## config.mk

```make
export PLATFORM = sky130hd
export DESIGN_NAME = mips_multicycle_ctrl_flat
export DESIGN_NICKNAME = d
export VERILOG_FILES = /design/src/rtl/mips_multicycle_ctrl_pkg.sv /design/src/rtl/mips_multicycle_ctrl_if.sv /design/src/rtl/mips_mem_wait_timer.sv /design/src/rtl/mips_multicycle_ctrl.sv /design/src/flat_wrapper.sv
export SDC_FILE = /design/constraint.sdc
export NUM_CORES = 1
export LEC_CHECK = 0
export ABC_AREA = 1
export BUFFER_PORTS_ARGS = -buffer_cell sky130_fd_sc_hd__buf_4
export CELL_PAD_IN_SITES_DETAIL_PLACEMENT = 2
export CELL_PAD_IN_SITES_GLOBAL_PLACEMENT = 2
export CORE_MARGIN = 8
export CORE_UTILIZATION = 30
export CTS_CLUSTER_SIZE = 10
export DETAILED_ROUTE_END_ITERATION = 6
export PLACE_DENSITY_LB_ADDON = 0.2
export SETUP_SLACK_MARGIN = 0.02
export SLEW_MARGIN = 20
export SYNTH_ARGS = -nofsm -noshare
export SYNTH_HDL_FRONTEND = slang
export SYNTH_SLANG_ARGS = --single-unit
```

## constraint.sdc

```tcl
create_clock -name clk -period 2 [get_ports clk]
set_input_delay 0.1 -clock clk [delete_from_list [all_inputs] [get_ports clk]]
set_output_delay 0.1 -clock clk [all_outputs]
set_load 0.01 [all_outputs]
```

## src/rtl/mips_multicycle_ctrl_pkg.sv

```systemverilog
// Shared types for the multi-cycle MIPS main controller: opcodes, FSM states,
// ALU operation classes and the registered control-output bundle.
package mips_multicycle_ctrl_pkg;

  localparam int unsigned OP_W        = 6;
  localparam int unsigned STATE_W     = 4;
  localparam int unsigned PC_SRC_W    = 2;
  localparam int unsigned ALU_SRC_B_W = 2;
  localparam int unsigned ALU_CLASS_W = 2;

  // Opcode field, instruction register bits [31:26]
  typedef enum logic [OP_W-1:0] {
    OP_RTYPE = 6'b000000,
    OP_J     = 6'b000010,
    OP_BEQ   = 6'b000100,
    OP_BNE   = 6'b000101,
    OP_ADDI  = 6'b001000,
    OP_LW    = 6'b100011,
    OP_SW    = 6'b101011
  } mips_op_e;

  typedef enum logic [STATE_W-1:0] {
    S_IDLE      = 4'd0,
    S_FETCH     = 4'd1,
    S_DECODE    = 4'd2,
    S_MEM_ADDR  = 4'd3,
    S_MEM_READ  = 4'd4,
    S_MEM_WB    = 4'd5,
    S_MEM_WRITE = 4'd6,
    S_EXECUTE   = 4'd7,
    S_ALU_WB    = 4'd8,
    S_BRANCH    = 4'd9,
    S_ADDI_EXEC = 4'd10,
    S_ADDI_WB   = 4'd11,
    S_JUMP      = 4'd12,
    S_ERROR     = 4'd13
  } mips_ctrl_state_e;

  typedef enum logic [ALU_CLASS_W-1:0] {
    ALU_ADD   = 2'd0,
    ALU_SUB   = 2'd1,
    ALU_FUNCT = 2'd2
  } mips_alu_class_e;

  // Moore outputs, decoded from the next state and held in flops
  typedef struct packed {
    logic                   mem_req;
    logic                   mem_we;
    logic                   i_or_d;
    logic                   pc_write;
    logic                   branch_eq;
    logic                   branch_ne;
    logic [PC_SRC_W-1:0]    pc_src;
    logic                   alu_src_a;
    logic [ALU_SRC_B_W-1:0] alu_src_b;
    mips_alu_class_e        alu_class;
    logic                   reg_dst;
    logic                   mem_to_reg;
    logic                   reg_write;
    logic                   instr_done;
    logic                   err;
  } mips_ctrl_out_t;

endpackage

```

## src/rtl/mips_multicycle_ctrl_if.sv

```systemverilog
// Controller <-> datapath/memory bundle. master = controller, slave = datapath side.
interface mips_multicycle_ctrl_if;
  import mips_multicycle_ctrl_pkg::*;

  logic [OP_W-1:0]        op;
  logic                   mem_ready;
  logic                   mem_req;
  logic                   mem_we;
  logic                   i_or_d;
  logic                   ir_write;
  logic                   pc_write;
  logic                   branch_eq;
  logic                   branch_ne;
  logic [PC_SRC_W-1:0]    pc_src;
  logic                   alu_src_a;
  logic [ALU_SRC_B_W-1:0] alu_src_b;
  logic [ALU_CLASS_W-1:0] alu_class;
  logic                   reg_dst;
  logic                   mem_to_reg;
  logic                   reg_write;
  logic                   instr_done;
  logic                   err;
  logic [STATE_W-1:0]     state;

  modport master (
    input  op, mem_ready,
    output mem_req, mem_we, i_or_d, ir_write, pc_write, branch_eq, branch_ne,
           pc_src, alu_src_a, alu_src_b, alu_class, reg_dst, mem_to_reg,
           reg_write, instr_done, err, state
  );

  modport slave (
    output op, mem_ready,
    input  mem_req, mem_we, i_or_d, ir_write, pc_write, branch_eq, branch_ne,
           pc_src, alu_src_a, alu_src_b, alu_class, reg_dst, mem_to_reg,
           reg_write, instr_done, err, state
  );

endinterface

```

## src/rtl/mips_mem_wait_timer.sv

```systemverilog
// Counts consecutive memory wait cycles (req high, ready low). 'expired' flags
// the WAIT_TIMEOUT-th consecutive wait cycle so the FSM can leave for ERROR on
// the next edge; a ready in that cycle is not a wait, so ready always wins.
// WAIT_TIMEOUT = 0 disables the timeout.
module mips_mem_wait_timer #(
  parameter int unsigned WAIT_TIMEOUT = 255,
  parameter int unsigned CNT_WIDTH    = 8
) (
  input  logic clk,
  input  logic rst,
  input  logic req,
  input  logic ready,
  output logic expired
);

  localparam logic [CNT_WIDTH-1:0] CNT_MAX   = '1;
  localparam logic [CNT_WIDTH-1:0] LAST_WAIT =
    CNT_WIDTH'((WAIT_TIMEOUT == 32'd0) ? 32'd0 : WAIT_TIMEOUT - 32'd1);

  logic [CNT_WIDTH-1:0] cnt_d, cnt_q;
  logic                 waiting;

  // Saturating wait counter; any non-wait cycle clears it
  always_comb begin
    waiting = req & ~ready;
    cnt_d   = '0;
    if (waiting) begin
      cnt_d = (cnt_q == CNT_MAX) ? cnt_q : cnt_q + CNT_WIDTH'(1);
    end
    expired = (WAIT_TIMEOUT != 32'd0) && waiting && (cnt_q == LAST_WAIT);
  end

  // Counter register
  always_ff @(posedge clk or posedge rst) begin
    if (rst) begin
      cnt_q <= '0;
    end else begin
      cnt_q <= cnt_d;
    end
  end

endmodule

```

## src/rtl/mips_multicycle_ctrl.sv

```systemverilog
// Main control FSM of the multi-cycle MIPS core. Sequences fetch, decode,
// execute, memory and writeback, with a memory-ready handshake and a bounded
// wait timeout that lands in a sticky ERROR state.
// Build option: define MIPS_CTRL_BNE_EN to decode BNE; otherwise BNE is an
// illegal opcode and branch_ne stays 0.
module mips_multicycle_ctrl
  import mips_multicycle_ctrl_pkg::*;
#(
  parameter int unsigned WAIT_TIMEOUT = 255,
  parameter int unsigned CNT_WIDTH    = 8
) (
  input  logic                   clk,
  input  logic                   rst,
  mips_multicycle_ctrl_if.master bus
);

  mips_ctrl_state_e state_d, state_q;
  mips_ctrl_out_t   out_d, out_q;
  logic             expired;
  logic             in_fetch;
  logic             in_mem_write;

  mips_mem_wait_timer #(
    .WAIT_TIMEOUT (WAIT_TIMEOUT),
    .CNT_WIDTH    (CNT_WIDTH)
  ) u_wait_timer (
    .clk     (clk),
    .rst     (rst),
    .req     (out_q.mem_req),
    .ready   (bus.mem_ready),
    .expired (expired)
  );

  // Next state and next Moore outputs (outputs decoded from the next state)
  always_comb begin
    state_d = state_q;
    out_d   = '0;

    case (state_q)
      S_IDLE:      state_d = S_FETCH;
      S_FETCH: begin
        if (bus.mem_ready)   state_d = S_DECODE;
        else if (expired)    state_d = S_ERROR;
      end
      S_DECODE: begin
        case (bus.op)
          OP_LW, OP_SW: state_d = S_MEM_ADDR;
          OP_RTYPE:     state_d = S_EXECUTE;
          OP_BEQ:       state_d = S_BRANCH;
`ifdef MIPS_CTRL_BNE_EN
          OP_BNE:       state_d = S_BRANCH;
`endif
          OP_ADDI:      state_d = S_ADDI_EXEC;
          OP_J:         state_d = S_JUMP;
          default:      state_d = S_ERROR;
        endcase
      end
      S_MEM_ADDR:  state_d = (bus.op == OP_SW) ? S_MEM_WRITE : S_MEM_READ;
      S_MEM_READ: begin
        if (bus.mem_ready)   state_d = S_MEM_WB;
        else if (expired)    state_d = S_ERROR;
      end
      S_MEM_WRITE: begin
        if (bus.mem_ready)   state_d = S_FETCH;
        else if (expired)    state_d = S_ERROR;
      end
      S_EXECUTE:   state_d = S_ALU_WB;
      S_ADDI_EXEC: state_d = S_ADDI_WB;
      S_MEM_WB, S_ALU_WB, S_BRANCH, S_ADDI_WB, S_JUMP: state_d = S_FETCH;
      S_ERROR:     state_d = S_ERROR;
      default:     state_d = S_ERROR;
    endcase

    case (state_d)
      S_FETCH: begin
        out_d.mem_req   = 1'b1;
        out_d.alu_src_b = 2'd1;
      end
      S_DECODE: begin
        out_d.alu_src_b = 2'd3;
      end
      S_MEM_ADDR: begin
        out_d.alu_src_a = 1'b1;
        out_d.alu_src_b = 2'd2;
      end
      S_MEM_READ: begin
        out_d.mem_req = 1'b1;
        out_d.i_or_d  = 1'b1;
      end
      S_MEM_WB: begin
        out_d.reg_write  = 1'b1;
        out_d.mem_to_reg = 1'b1;
        out_d.instr_done = 1'b1;
      end
      S_MEM_WRITE: begin
        out_d.mem_req = 1'b1;
        out_d.mem_we  = 1'b1;
        out_d.i_or_d  = 1'b1;
      end
      S_EXECUTE: begin
        out_d.alu_src_a = 1'b1;
        out_d.alu_class = ALU_FUNCT;
      end
      S_ALU_WB: begin
        out_d.reg_write  = 1'b1;
        out_d.reg_dst    = 1'b1;
        out_d.instr_done = 1'b1;
      end
      S_BRANCH: begin
        out_d.alu_src_a  = 1'b1;
        out_d.alu_class  = ALU_SUB;
        out_d.pc_src     = 2'd1;
        out_d.branch_eq  = (bus.op == OP_BEQ);
`ifdef MIPS_CTRL_BNE_EN
        out_d.branch_ne  = (bus.op == OP_BNE);
`endif
        out_d.instr_done = 1'b1;
      end
      S_ADDI_EXEC: begin
        out_d.alu_src_a = 1'b1;
        out_d.alu_src_b = 2'd2;
      end
      S_ADDI_WB: begin
        out_d.reg_write  = 1'b1;
        out_d.instr_done = 1'b1;
      end
      S_JUMP: begin
        out_d.pc_write   = 1'b1;
        out_d.pc_src     = 2'd2;
        out_d.instr_done = 1'b1;
      end
      S_ERROR: begin
        out_d.err = 1'b1;
      end
      default: ;
    endcase
  end

  // State and output registers
  always_ff @(posedge clk or posedge rst) begin
    if (rst) begin
      state_q <= S_IDLE;
      out_q   <= '0;
    end else begin
      state_q <= state_d;
      out_q   <= out_d;
    end
  end

  // Handshake-completion strobes must land in the same cycle mem_ready arrives
  assign in_fetch     = (state_q == S_FETCH);
  assign in_mem_write = (state_q == S_MEM_WRITE);

  assign bus.ir_write   = in_fetch & bus.mem_ready;
  assign bus.pc_write   = out_q.pc_write | (in_fetch & bus.mem_ready);
  assign bus.instr_done = out_q.instr_done | (in_mem_write & bus.mem_ready);

  assign bus.mem_req    = out_q.mem_req;
  assign bus.mem_we     = out_q.mem_we;
  assign bus.i_or_d     = out_q.i_or_d;
  assign bus.branch_eq  = out_q.branch_eq;
  assign bus.branch_ne  = out_q.branch_ne;
  assign bus.pc_src     = out_q.pc_src;
  assign bus.alu_src_a  = out_q.alu_src_a;
  assign bus.alu_src_b  = out_q.alu_src_b;
  assign bus.alu_class  = out_q.alu_class;
  assign bus.reg_dst    = out_q.reg_dst;
  assign bus.mem_to_reg = out_q.mem_to_reg;
  assign bus.reg_write  = out_q.reg_write;
  assign bus.err        = out_q.err;
  assign bus.state      = state_q;

endmodule

```

## src/flat_wrapper.sv

```systemverilog
// flat-port wrapper written by rule: the top's interface ports become plain ports
module mips_multicycle_ctrl_flat import mips_multicycle_ctrl_pkg::*;
#(
  parameter int unsigned WAIT_TIMEOUT = 255,
  parameter int unsigned CNT_WIDTH    = 8
)
  (clk, rst, bus_op, bus_mem_ready, bus_mem_req, bus_mem_we, bus_i_or_d, bus_ir_write, bus_pc_write, bus_branch_eq, bus_branch_ne, bus_pc_src, bus_alu_src_a, bus_alu_src_b, bus_alu_class, bus_reg_dst, bus_mem_to_reg, bus_reg_write, bus_instr_done, bus_err, bus_state);
  mips_multicycle_ctrl_if bus_i ();
  input  logic clk;
  input  logic rst;
  input wire logic [$bits(bus_i.op)-1:0] bus_op;
  input wire logic [$bits(bus_i.mem_ready)-1:0] bus_mem_ready;
  output wire logic [$bits(bus_i.mem_req)-1:0] bus_mem_req;
  output wire logic [$bits(bus_i.mem_we)-1:0] bus_mem_we;
  output wire logic [$bits(bus_i.i_or_d)-1:0] bus_i_or_d;
  output wire logic [$bits(bus_i.ir_write)-1:0] bus_ir_write;
  output wire logic [$bits(bus_i.pc_write)-1:0] bus_pc_write;
  output wire logic [$bits(bus_i.branch_eq)-1:0] bus_branch_eq;
  output wire logic [$bits(bus_i.branch_ne)-1:0] bus_branch_ne;
  output wire logic [$bits(bus_i.pc_src)-1:0] bus_pc_src;
  output wire logic [$bits(bus_i.alu_src_a)-1:0] bus_alu_src_a;
  output wire logic [$bits(bus_i.alu_src_b)-1:0] bus_alu_src_b;
  output wire logic [$bits(bus_i.alu_class)-1:0] bus_alu_class;
  output wire logic [$bits(bus_i.reg_dst)-1:0] bus_reg_dst;
  output wire logic [$bits(bus_i.mem_to_reg)-1:0] bus_mem_to_reg;
  output wire logic [$bits(bus_i.reg_write)-1:0] bus_reg_write;
  output wire logic [$bits(bus_i.instr_done)-1:0] bus_instr_done;
  output wire logic [$bits(bus_i.err)-1:0] bus_err;
  output wire logic [$bits(bus_i.state)-1:0] bus_state;
  assign bus_i.op = bus_op;
  assign bus_i.mem_ready = bus_mem_ready;
  assign bus_mem_req = bus_i.mem_req;
  assign bus_mem_we = bus_i.mem_we;
  assign bus_i_or_d = bus_i.i_or_d;
  assign bus_ir_write = bus_i.ir_write;
  assign bus_pc_write = bus_i.pc_write;
  assign bus_branch_eq = bus_i.branch_eq;
  assign bus_branch_ne = bus_i.branch_ne;
  assign bus_pc_src = bus_i.pc_src;
  assign bus_alu_src_a = bus_i.alu_src_a;
  assign bus_alu_src_b = bus_i.alu_src_b;
  assign bus_alu_class = bus_i.alu_class;
  assign bus_reg_dst = bus_i.reg_dst;
  assign bus_mem_to_reg = bus_i.mem_to_reg;
  assign bus_reg_write = bus_i.reg_write;
  assign bus_instr_done = bus_i.instr_done;
  assign bus_err = bus_i.err;
  assign bus_state = bus_i.state;
  mips_multicycle_ctrl #(.WAIT_TIMEOUT(WAIT_TIMEOUT), .CNT_WIDTH(CNT_WIDTH)) u_core (.clk(clk), .rst(rst), .bus(bus_i));
endmodule
```

Word level (Yosys, flattened, before mapping) --
Index checks and enable logic that the tools add are counted.
Storage, ports and cells: bits in registers 29, bits of input ports 9, output and inout bits 23, logic and storage cells 90
Operators by class: $add $sub $neg 1, equality and inequality tests 33, multiplexer cells 23, bitwise logic cells 6, reduce and logical (&&, ||, !) cells 11
Operators with widths (number):
- $eq 4x4->1 const B | 11
- $eq 4x3->1 const B | 8
- $pmux 4 s8 | 1
- $pmux 4 s5 | 1
- $eq 4x2->1 const B | 4
- $eq 8x8->1 const B | 2
- $mux 4 | 4
- $mux 8 | 2
- $eq 6x6->1 const B | 2
- $mux 1 | 11
- $add 8x1->8 const B | 1
- $eq 4x1->1 const B | 2
- $pmux 2 s2 | 2
- $eq 6x2->1 const B | 1
- $eq 6x3->1 const B | 1
- $eq 6x4->1 const B | 1
- $logic_not 6->1 | 1
- $pmux 2 s3 | 1
- $reduce_or 2->1 | 3
- $reduce_or 3->1 | 2
- $reduce_or 6->1 | 1
- $reduce_or 5->1 | 1
- $logic_not 4->1 | 1
- $reduce_or 4->1 | 1
- other kinds (6) | 9

Logic depth before layout (Yosys ltp) --
Gate-level depths: netlist (run 1).
depth in word-level cells 9, gate-level depth with buffers 15, depth with buffers taken out 15

Modules after synthesis --
Synthesis (run 1) repeated with hierarchy kept, for this count alone.
Second synthesis, totals: cell total of the unflattened synthesis 214, area, all modules 1680.4 um2
Modules (own cells, without submodules):
- mips_multicycle_ctrl | instances 1, cells an instance 150, area an instance 1192.4 um2
- mips_mem_wait_timer | instances 1, cells an instance 64, area an instance 488.0 um2

Least setup slack after synthesis (run 1) --
OpenSTA, ideal clock, no wires.
kind register to register, from reg u_core.u_wait_timer.cnt_q[0], to reg u_core.out_q (netlist bit u_core.bus.alu_src_a), library setup time 0.122 ns, data arrival time 1.415 ns, data required time 1.878 ns, path slack 0.463 ns, cell stages (with the launch flop) 14, period minus slack after synthesis 1.537 ns, cell sequence dfrtp_1 inv_1 ha_1 inv_1 nor2_1 nand3_2 nand2_1 nand2_1 nand2_2 nor2_2 nand2_1 nor2_1 nor2_1 nand2_1
RTL lines:
- from (decl) | RTL line mips_mem_wait_timer.sv:20 | logic [CNT_WIDTH-1:0] cnt_d, cnt_q;
- from (signal assigned) | RTL line mips_mem_wait_timer.sv:38 | cnt_q <= cnt_d;
- to (signal assigned) | RTL line mips_multicycle_ctrl.sv:146 | out_q <= out_d;
- to (decl) | RTL line mips_multicycle_ctrl.sv:18 | mips_ctrl_out_t out_d, out_q;

==> flow_summary.yaml, run 1 <==
global_routing:
  busiest_layer: "met2"
  grt_pass1_vias: 1684
  grt_util_met1: 0.1489
  grtUsageTotal: 0.1263
  antenna_found_initial: 0
  gr-usage-met3: 0.01829
  grt_pass1_wl_um: 8466
  grt_use_met2: 0.2313
  grt_overflow: 0
  grt_max_degree: 29
floorplan:
  coreArea_mm2: 0.005439
  start_util: 0.3053
  die_w_um: 90.40
  rows: 27
  die_h_um: 90.40
  dieArea_mm2: 0.008171
  io_pins: 32
worst_hold_path:
  hold_depth: 4
  worst_hold_startpoint: "bus_mem_ready"
  hold_end: "u_core.u_wait_timer.cnt_q[2]"
  hold_class: "in2reg"
cells_and_area:
  largest_reg_flops: 8
  top_register: "u_core.u_wait_timer.cnt_q"
  drive_gt1_frac: 0.2937
  fillCellCount: 690
  seq_area_um2: 701.9
  syn_to_final_growth_pct: 22.46
  nNetsFinal: 264
  diodes: 0
  design_area_mm2: 0.002033
  multiInputGateArea_um2: 795.8
cts:
  tritoncts: "built"
  htreeDepth: 1
  clock_path_buffers: 2
  clk-insertion-delay-late_ns: 0.28
  cts_buffers: 3
  root_buffer: "clkbuf_8"
  cts.sinks: 28
  clkSlewWorstSetupHoldPaths_ns: 0.10
route:
  wl_per_cell_um: 15.10
  vias: 1508
  antenna_left: 0
  wirelength_um: 4894
  drcViolationCount: 0
  drt_first_pass_iters: 4
  drt_iter0_drc: 39
  vias_per_cell: 4.654
setup_path:
  worst_r2r_startpoint: "u_core.u_wait_timer.cnt_q[0]"
  endpoint_kind: "register"
  reg2regPathDepth: 15
  cp.required_ns: 2.18
  critPathMaxFanout: 5
  r2r_slack_ns: 0.19
  path_class: "reg2reg"
  startpoint_type: "register"
  r2r_end: "u_core.out_q[1]"
  critPathArrivalTime_ns: 1.99
synth:
  synth-simple-area-share: 0.3994
  yosysSeqAreaShare: 0.4220
  netlist_area_mm2: 0.001660
  synth_compound_area_frac: 0.05953
  synth_nets: 232
  ys_top_cells_by_area: "dfrtp_1, nand2_1, nor2_1"
  synth_top_area_share: 0.4220
  synth.distinct_cells: 26
  synthMuxAreaShare: 0
  synth_top_family_by_area: "simple AND/OR/NAND/NOR gates"
  synth_seq_cells: 28
  synthAdderAreaFrac: 0.01507
  yosys_warnings: 0
  yosys.area_share.xor_xnor: 0
  yosysTopAreaCell: "dfrtp_1"
  syn_inst: 221
  synth_area_per_cell_um2: 7.513
placed_design:
  placed_area_mm2: 0.001938
  hpwl_um: 4016
  place_congestion: 0.7519
  place_ws_ns: 0.1365
  io_buffers: 30
power:
  ir_drop_mv: 0.2529
  p_leak_nw: 1.045
  p_per_area_mw_per_mm2: 528.3
timing:
  hold_violations: 0
  fin_crit_sh: 0.9028
  drv_slew: 0
  finClkSkew_ns: 0.008410
  fmax_mhz: 553.8
  rsz0062_at_grt: "true"
  min_period_ns: 1.806
  fin_ws_ns: 0.1944
  setup_viol: 0
  fin_tns_setup_ns: 0
run:
  cap_violations: 0
outcome:
  status: "finished, final reports clean"
==> cell usage in the layout (no fill, tap or decap) <==
cell type,netlist,layout
and3_1,3,3
nand3_2,5,5
a21oi_1,4,4
inv_2,4,4
nand3_1,16,16
conb_1,1,1
o21ai_0,7,7
clkbuf_8,0,3
inv_1,27,27
nor2_1,35,35
nor2_2,9,9
nand2_2,8,10
o21ai_1,1,1
bufinv_16,0,1
ha_1,2,2
nor3_1,3,3
nand4_1,3,3
nand2_4,1,1
dfrtp_1,28,27
a211oi_1,2,2
o22ai_1,1,1
buf_4,7,33
dfrtp_2,0,1
nand2_1,46,44
o21ai_2,1,1
nor2_4,4,4
dlygate4sd3_1,0,1
or2_2,1,1
nand3b_1,1,1
a31o_2,1,1
==> final cells by class <==
class | instances | share of cell area
Multi-Input combinational cell | 155 | 0.3914
Sequential cell | 28 | 0.3452
Timing Repair Buffer | 34 | 0.1268
Inverter | 31 | 0.05723
Tap cell | 72 | 0.04431
Clock buffer | 3 | 0.02031
Clock inverter | 1 | 0.01477
==> how the worst max path moves through the flow <==
| stage | from | to | cells after the start |
|---|---|---|---|
| 2_1_floorplan | u_core.u_wait_timer.cnt_q[0] | u_core.bus.alu_src_a | 13 |
| 3_3_place_gp | u_core.bus.state[0] | u_core.bus.alu_src_a | 10 |
| 3_5_place_dp | u_core.bus.state[3] | u_core.out_q[1] | 11 |
| 4_1_cts | u_core.bus.state[3] | u_core.out_q[1] | 11 |
| 5_1_grt | u_core.u_wait_timer.cnt_q[0] | u_core.out_q[1] | 15 |
| 6_report | u_core.u_wait_timer.cnt_q[0] | u_core.out_q[1] | 15 |
==> what timing repair did <==
action	4_1_cts	5_1_grt
resized for setup	0	3
setup buffers	0	1
endpoints found under the setup margin	0	3
hold buffers	1	0
endpoints found under the hold margin	28	0
==> worst max-delay path: stages, from the launching register on <==
cell     delay [ns]
dfrtp_2        0.44
inv_1          0.07
ha_1           0.16
inv_1          0.05
nor2_1         0.13
nand3_2        0.13
nand2_1        0.08
nand2_1        0.11
inv_1          0.09
nor2_2         0.05
nand2_1        0.12
nand2_1        0.08
nand2_1        0.07
nand2_2        0.05
inv_2          0.05
nand2_2        0.04
==> synth_stat cells <==
cell	instances
nor2_4	4
dfrtp_1	28
a211oi_1	2
nand4_1	3
o21ai_2	1
a21oi_1	4
nand2_1	46
buf_4	7
nand2_4	1
nor2_1	35
nand3_1	16
a31o_2	1
and3_1	3
inv_1	27
or2_2	1
inv_2	4
nor3_1	3
nand3_2	5
o21ai_0	7
o22ai_1	1
conb_1	1
nand2_2	8
nor2_2	9
o21ai_1	1
nand3b_1	1
ha_1	2
==> stage by stage <==
stage                     hold slack [ns]  utilization  cells  total power [mW]
final                              0.1824       0.3738    324             1.074
after detailed placement           0.2163       0.3563    318            0.6287
after global placement             0.2050       0.3563    318            0.6280
after floorplan                    0.1654            -    221            0.6021
after CTS                          0.1907       0.3713    323             1.094
after global routing               0.2050       0.3738    324             1.113
==> power by group <==
group | internal (mW) | total, mW | switching [mW] | leakage, nW
Sequential | 0.566 | 0.566 | 0 | 0.369
Clock | 0.268 | 0.456 | 0.188 | 0.0357
Combinational | 0.0183 | 0.0519 | 0.0335 | 0.640
Total | 0.852 | 1.07 | 0.222 | 1.04
==> kinds of logic after synthesis <==
kind of cell,Yosys count
other cells,1
compound gates,17
buf+inv,38
flops,28
simple gates,135
fa+ha+maj,2
==> layer usage <==
metal	vias up	wire length, um
met2	15	2601
li1	755	-
met5	-	0
met1	734	2153
met4	0	54
met3	4	85
Note: power is estimated with default switching activity, not from simulation.
==> inputs of run 2 (changes only) <==
- BUFFER_PORTS_ARGS: -buffer_cell sky130_fd_sc_hd__buf_4 -> -buffer_cell sky130_fd_sc_hd__clkbuf_2
==> flow_summary.yaml, run 2 (synthesized netlist as in run 1, its figures left out) <==
setup_path:
  startpoint_type: "register"
  slowest_delay_ns: 0.52
  path_buf_inv: 4
  r2r_end: "u_core.bus.alu_src_a"
  crit_chain: "inv_2 -> nor2_2 -> nand3_1 -> buf_4 -> inv_1 -> or2_2 -> clkbuf_2"
  crit_cells: 7
  cp.required_ns: 1.90
  crit_path_top_delay_cell: "dfrtp_1"
  worstSetupEndpoint: "bus_pc_write"
  r2r_slack_ns: 0.18
  critPathArrivalTime_ns: 1.72
  path_class: "reg2out"
  critPathMaxFanout: 8
  reg2regPathDepth: 13
  endpoint_kind: "primary output"
  critical_path.startpoint: "u_core.bus.state[0]"
  worst_r2r_startpoint: "u_core.u_wait_timer.cnt_q[0]"
  crit_family: "flip-flops"
global_routing:
  grt_pass1_wl_um: 8148
  grt_max_degree: 29
  antenna_found_initial: 0
  grt_overflow: 0
  grtUsageTotal: 0.1218
  grt_pass1_vias: 1654
route:
  drt_first_pass_iters: 4
  drcViolationCount: 0
  drt_iter0_drc: 31
  vias_per_cell: 4.599
  wl_per_cell_um: 14.91
  wirelength_um: 4830
  antenna_left: 0
  vias: 1490
floorplan:
  rows: 27
  dieArea_mm2: 0.008171
  start_util: 0.3053
  coreArea_mm2: 0.005439
  io_pins: 32
  die_w_um: 90.40
  die_h_um: 90.40
cts:
  tritoncts: "built"
  cts_buffers: 3
  clk-insertion-delay-late_ns: 0.28
  clkSlewWorstSetupHoldPaths_ns: 0.11
  cts.sinks: 28
  root_buffer: "clkbuf_8"
  clock_path_buffers: 2
  htreeDepth: 1
power:
  p_leak_nw: 1.022
  p_per_area_mw_per_mm2: 551.3
  ir_drop_mv: 0.2635
  design_power_total_mw: 1.077
timing:
  fin_tns_setup_ns: 0
  finClkSkew_ns: 0.007686
  fmax_mhz: 548.9
  rsz0062_at_grt: "false"
  drv_slew: 0
  whs_ns: 0.2633
  setup_viol: 0
  fin_crit_sh: 0.9110
  min_period_ns: 1.822
  hold_violations: 0
placed_design:
  hpwl_um: 3920
  place_congestion: 0.7278
  io_buffers: 30
  placed_area_mm2: 0.001863
cells_and_area:
  nNetsFinal: 264
  diodes: 0
  final_cell_mix: "nand2_1, nor2_1, clkbuf_2"
  final_util: 0.3591
  syn_to_final_growth_pct: 17.63
  largest_reg_flops: 8
  drive_gt1_frac: 0.2857
  layout_commonest_cell: "nand2_1"
  top_register: "u_core.u_wait_timer.cnt_q"
  design_area_mm2: 0.001953
worst_hold_path:
  hold_class: "in2reg"
run:
  cap_violations: 0
outcome:
  status: "finished, final reports clean"
==> run 2: cell count changes in the layout (fill, tap and decap cells not counted), sizes merged <==
| cell | before | now |
|---|---|---|
| clkbuf | 3 | 33 |
| buf | 33 | 3 |
==> run 2: worst min-delay path by stage <==
stage	depth (start not counted)	slack [ns]	to	from
floorplan	1	0.17	u_core.bus.alu_class[1]	rst
detailed placement	3	0.19	u_core.u_wait_timer.cnt_q[5]	rst
global route	4	0.28	u_core.u_wait_timer.cnt_q[2]	bus_mem_ready
CTS	4	0.25	u_core.u_wait_timer.cnt_q[2]	bus_mem_ready
global placement	3	0.17	u_core.u_wait_timer.cnt_q[6]	rst
finish	4	0.26	u_core.u_wait_timer.cnt_q[2]	bus_mem_ready
==> run 2: stage by stage <==
stage               setup slack (ns)  std cells
global route                 0.02992        324
detailed placement            0.1615        318
CTS                           0.1150        323
floorplan                     0.4634        221
finish                        0.1781        324
global placement              0.2165        318
==> run 2: area by class of cell <==
class                           count  area [um^2]
Clock buffer                        3        41.29
Clock inverter                      1        30.03
Fill cell                         675         3486
Inverter                           31        116.4
Multi-Input combinational cell    155        790.8
Sequential cell                    28        701.9
Tap cell                           72        90.09
Timing Repair Buffer               34        182.7
==> run 2: power breakdown <==
part / switching [mW] / total, mW / leakage (nW) / internal [mW]
combinational: 0.0332 / 0.0469 / 0.618 / 0.0137
sequential: 0 / 0.566 / 0.369 / 0.566
clock: 0.196 / 0.464 / 0.0357 / 0.268
total: 0.229 / 1.08 / 1.02 / 0.848
==> run 2: tightest hold or removal path, cell delays in order <==
cell,delay [ns]
clkbuf_2,0.21
nor2_4,0.10
o21ai_0,0.07
a21oi_1,0.04
==> run 2: timing repair <==
item,in CTS,in global routing
gates resized for setup,0,1
endpoints found under the hold margin,28,0
buffers inserted,0,1
endpoints found under the setup margin,0,3
hold buffers,1,0
==> run 2: per-layer routing <==
metal | global-route usage | part of all wire | vias to the layer above
met1 | 0.1441 | 0.45 | 724
met4 | 0.04161 | 0.012 | 0
li1 | - | - | 747
met2 | 0.2160 | 0.52 | 15
met5 | 0 | 0 | -
met3 | 0.02078 | 0.022 | 4
==> inputs of run 3 (changes only) <==
- GPL_ROUTABILITY_DRIVEN: not set -> 0
- clock period: 2 -> 1.8 ns (I/O delays scaled with it)
==> flow_summary.yaml, run 3 (synthesized netlist as in run 1, its figures left out) <==
outcome:
  status: "finished, final reports clean"
floorplan:
  die_h_um: 90.40
  dieArea_mm2: 0.008171
  die_w_um: 90.40
  start_util: 0.3053
  io_pins: 32
  coreArea_mm2: 0.005439
  rows: 27
setup_path:
  startpoint_type: "register"
  critPathMaxFanout: 8
  crit_family: "flip-flops"
  r2r_slack_ns: 0.14
  crit_path_top_delay_cell: "dfrtp_2"
  path_class: "reg2out"
  slowest_delay_ns: 0.50
  cp.required_ns: 1.71
  critPathArrivalTime_ns: 1.59
  crit_chain: "inv_2 -> nor2_4 -> nand3_2 -> buf_4 -> inv_1 -> or2_2 -> clkbuf_2"
  endpoint_kind: "primary output"
  path_buf_inv: 4
global_routing:
  grt_overflow: 0
  grt_max_degree: 29
  grtUsageTotal: 0.1165
  grt_pass1_wl_um: 7983
  antenna_found_initial: 0
  grt_pass1_vias: 1681
cells_and_area:
  top_register: "u_core.u_wait_timer.cnt_q"
  drive_gt1_frac: 0.4308
  layout_commonest_cell: "nand2_1"
  largest_reg_flops: 8
  final_cell_mix: "nand2_1, clkbuf_2, nor2_1"
  diodes: 0
  nNetsFinal: 272
  final_cells: 332
  syn_to_final_growth_pct: 29.31
cts:
  tritoncts: "built"
  clkSlewWorstSetupHoldPaths_ns: 0.10
  root_buffer: "clkbuf_8"
  cts_buffers: 3
  cts.sinks: 28
  htreeDepth: 1
  clock_path_buffers: 2
  clk-insertion-delay-late_ns: 0.28
route:
  antenna_left: 0
  drcViolationCount: 0
  drt_iter0_drc: 39
  wl_per_cell_um: 14.71
  wirelength_um: 4884
  drt_first_pass_iters: 3
  vias: 1552
  vias_per_cell: 4.675
run:
  cap_violations: 0
power:
  ir_drop_mv: 0.3420
  p_leak_nw: 1.073
  p_per_area_mw_per_mm2: 554.5
  design_power_total_mw: 1.191
timing:
  fmax_mhz: 596.1
  setup_viol: 0
  fin_crit_sh: 0.9321
  drv_slew: 0
  finClkSkew_ns: 0.005202
  hold_violations: 0
  whs_ns: 0.2903
  min_period_ns: 1.678
placed_design:
  post-place-cells: 324
  io_buffers: 30
  hpwl_um: 3890
worst_hold_path:
  hold_class: "in2reg"
run 3: cell count changes in the layout (fill, tap and decap cells not counted), sizes merged:
cell,change
buf,+8
run 3: cell type report:
| type | count | area, um^2 |
|---|---|---|
| clock buffers | 3 | 41.29 |
| clock inverters | 1 | 30.03 |
| fillers | 648 | 3292 |
| inverters | 31 | 116.4 |
| multi-input cells | 155 | 922.1 |
| flip-flops and latches | 28 | 704.4 |
| well taps | 72 | 90.09 |
| repair buffers | 42 | 242.7 |
run 3: stage by stage:
stage | util | TNS [ns] | cell area [um^2] | setup WS [ns]
6_report | 0.3948 | 0 | 2147 | 0.1223
5_1_grt | 0.3948 | -0.1196 | 2147 | -0.03917
4_1_cts | 0.3674 | 0 | 1998 | 0.04001
3_5_place_dp | 0.3508 | -0.09307 | 1908 | -0.04904
3_3_place_gp | 0.3508 | -0.08975 | 1908 | -0.04690
2_1_floorplan | - | 0 | 1660 | 0.2634
run 3: final timing paths:
kind,from,end,cells after the start
worst max-delay path,u_core.bus.state[0],bus_pc_write,7
worst min-delay path,bus_op[2],u_core.bus.state[1],4
worst max register to register,u_core.bus.state[1],u_core.out_q[1],11
worst min register to register,u_core.u_wait_timer.cnt_q[4],u_core.u_wait_timer.cnt_q[4],2
max in group asynchronous,rst,u_core.bus.state[2],4
min in group asynchronous,rst,u_core.bus.alu_src_a,4
run 3: power breakdown:
| group | total [mW] | internal (mW) | switching (mW) | leakage (nW) |
|---|---|---|---|---|
| registers | 0.629 | 0.629 | 0 | 0.368 |
| clock network | 0.510 | 0.298 | 0.211 | 0.0357 |
| logic | 0.0526 | 0.0153 | 0.0373 | 0.669 |
| total | 1.19 | 0.942 | 0.249 | 1.07 |
run 3: timing repair:
item | CTS | global route
hold buffers | 1 | 0
pin swaps | 0 | 15
setup endpoints to repair | 4 | 11
endpoints found under the hold margin | 28 | 0
buffers inserted | 0 | 3
resized for setup | 3 | 41
run 3: per-layer routing:
layer  up-vias  GRT usage  wire (um)
li1        762          -          -
met1       772     0.1348       2142
met2        14     0.2196       2634
met3         4    0.01330         63
met4         0    0.02913         44
met5         -          0          0
run 3: worst register-to-register path: stages (launching register included):
cell,delay (ns)
dfrtp_2,0.48
inv_2,0.11
nor2_4,0.05
nand3_1,0.11
nand2_1,0.08
nor2_1,0.19
nand3_4,0.14
nor2_2,0.17
nand3_2,0.10
nand2_2,0.10
inv_2,0.04
nand2_2,0.04
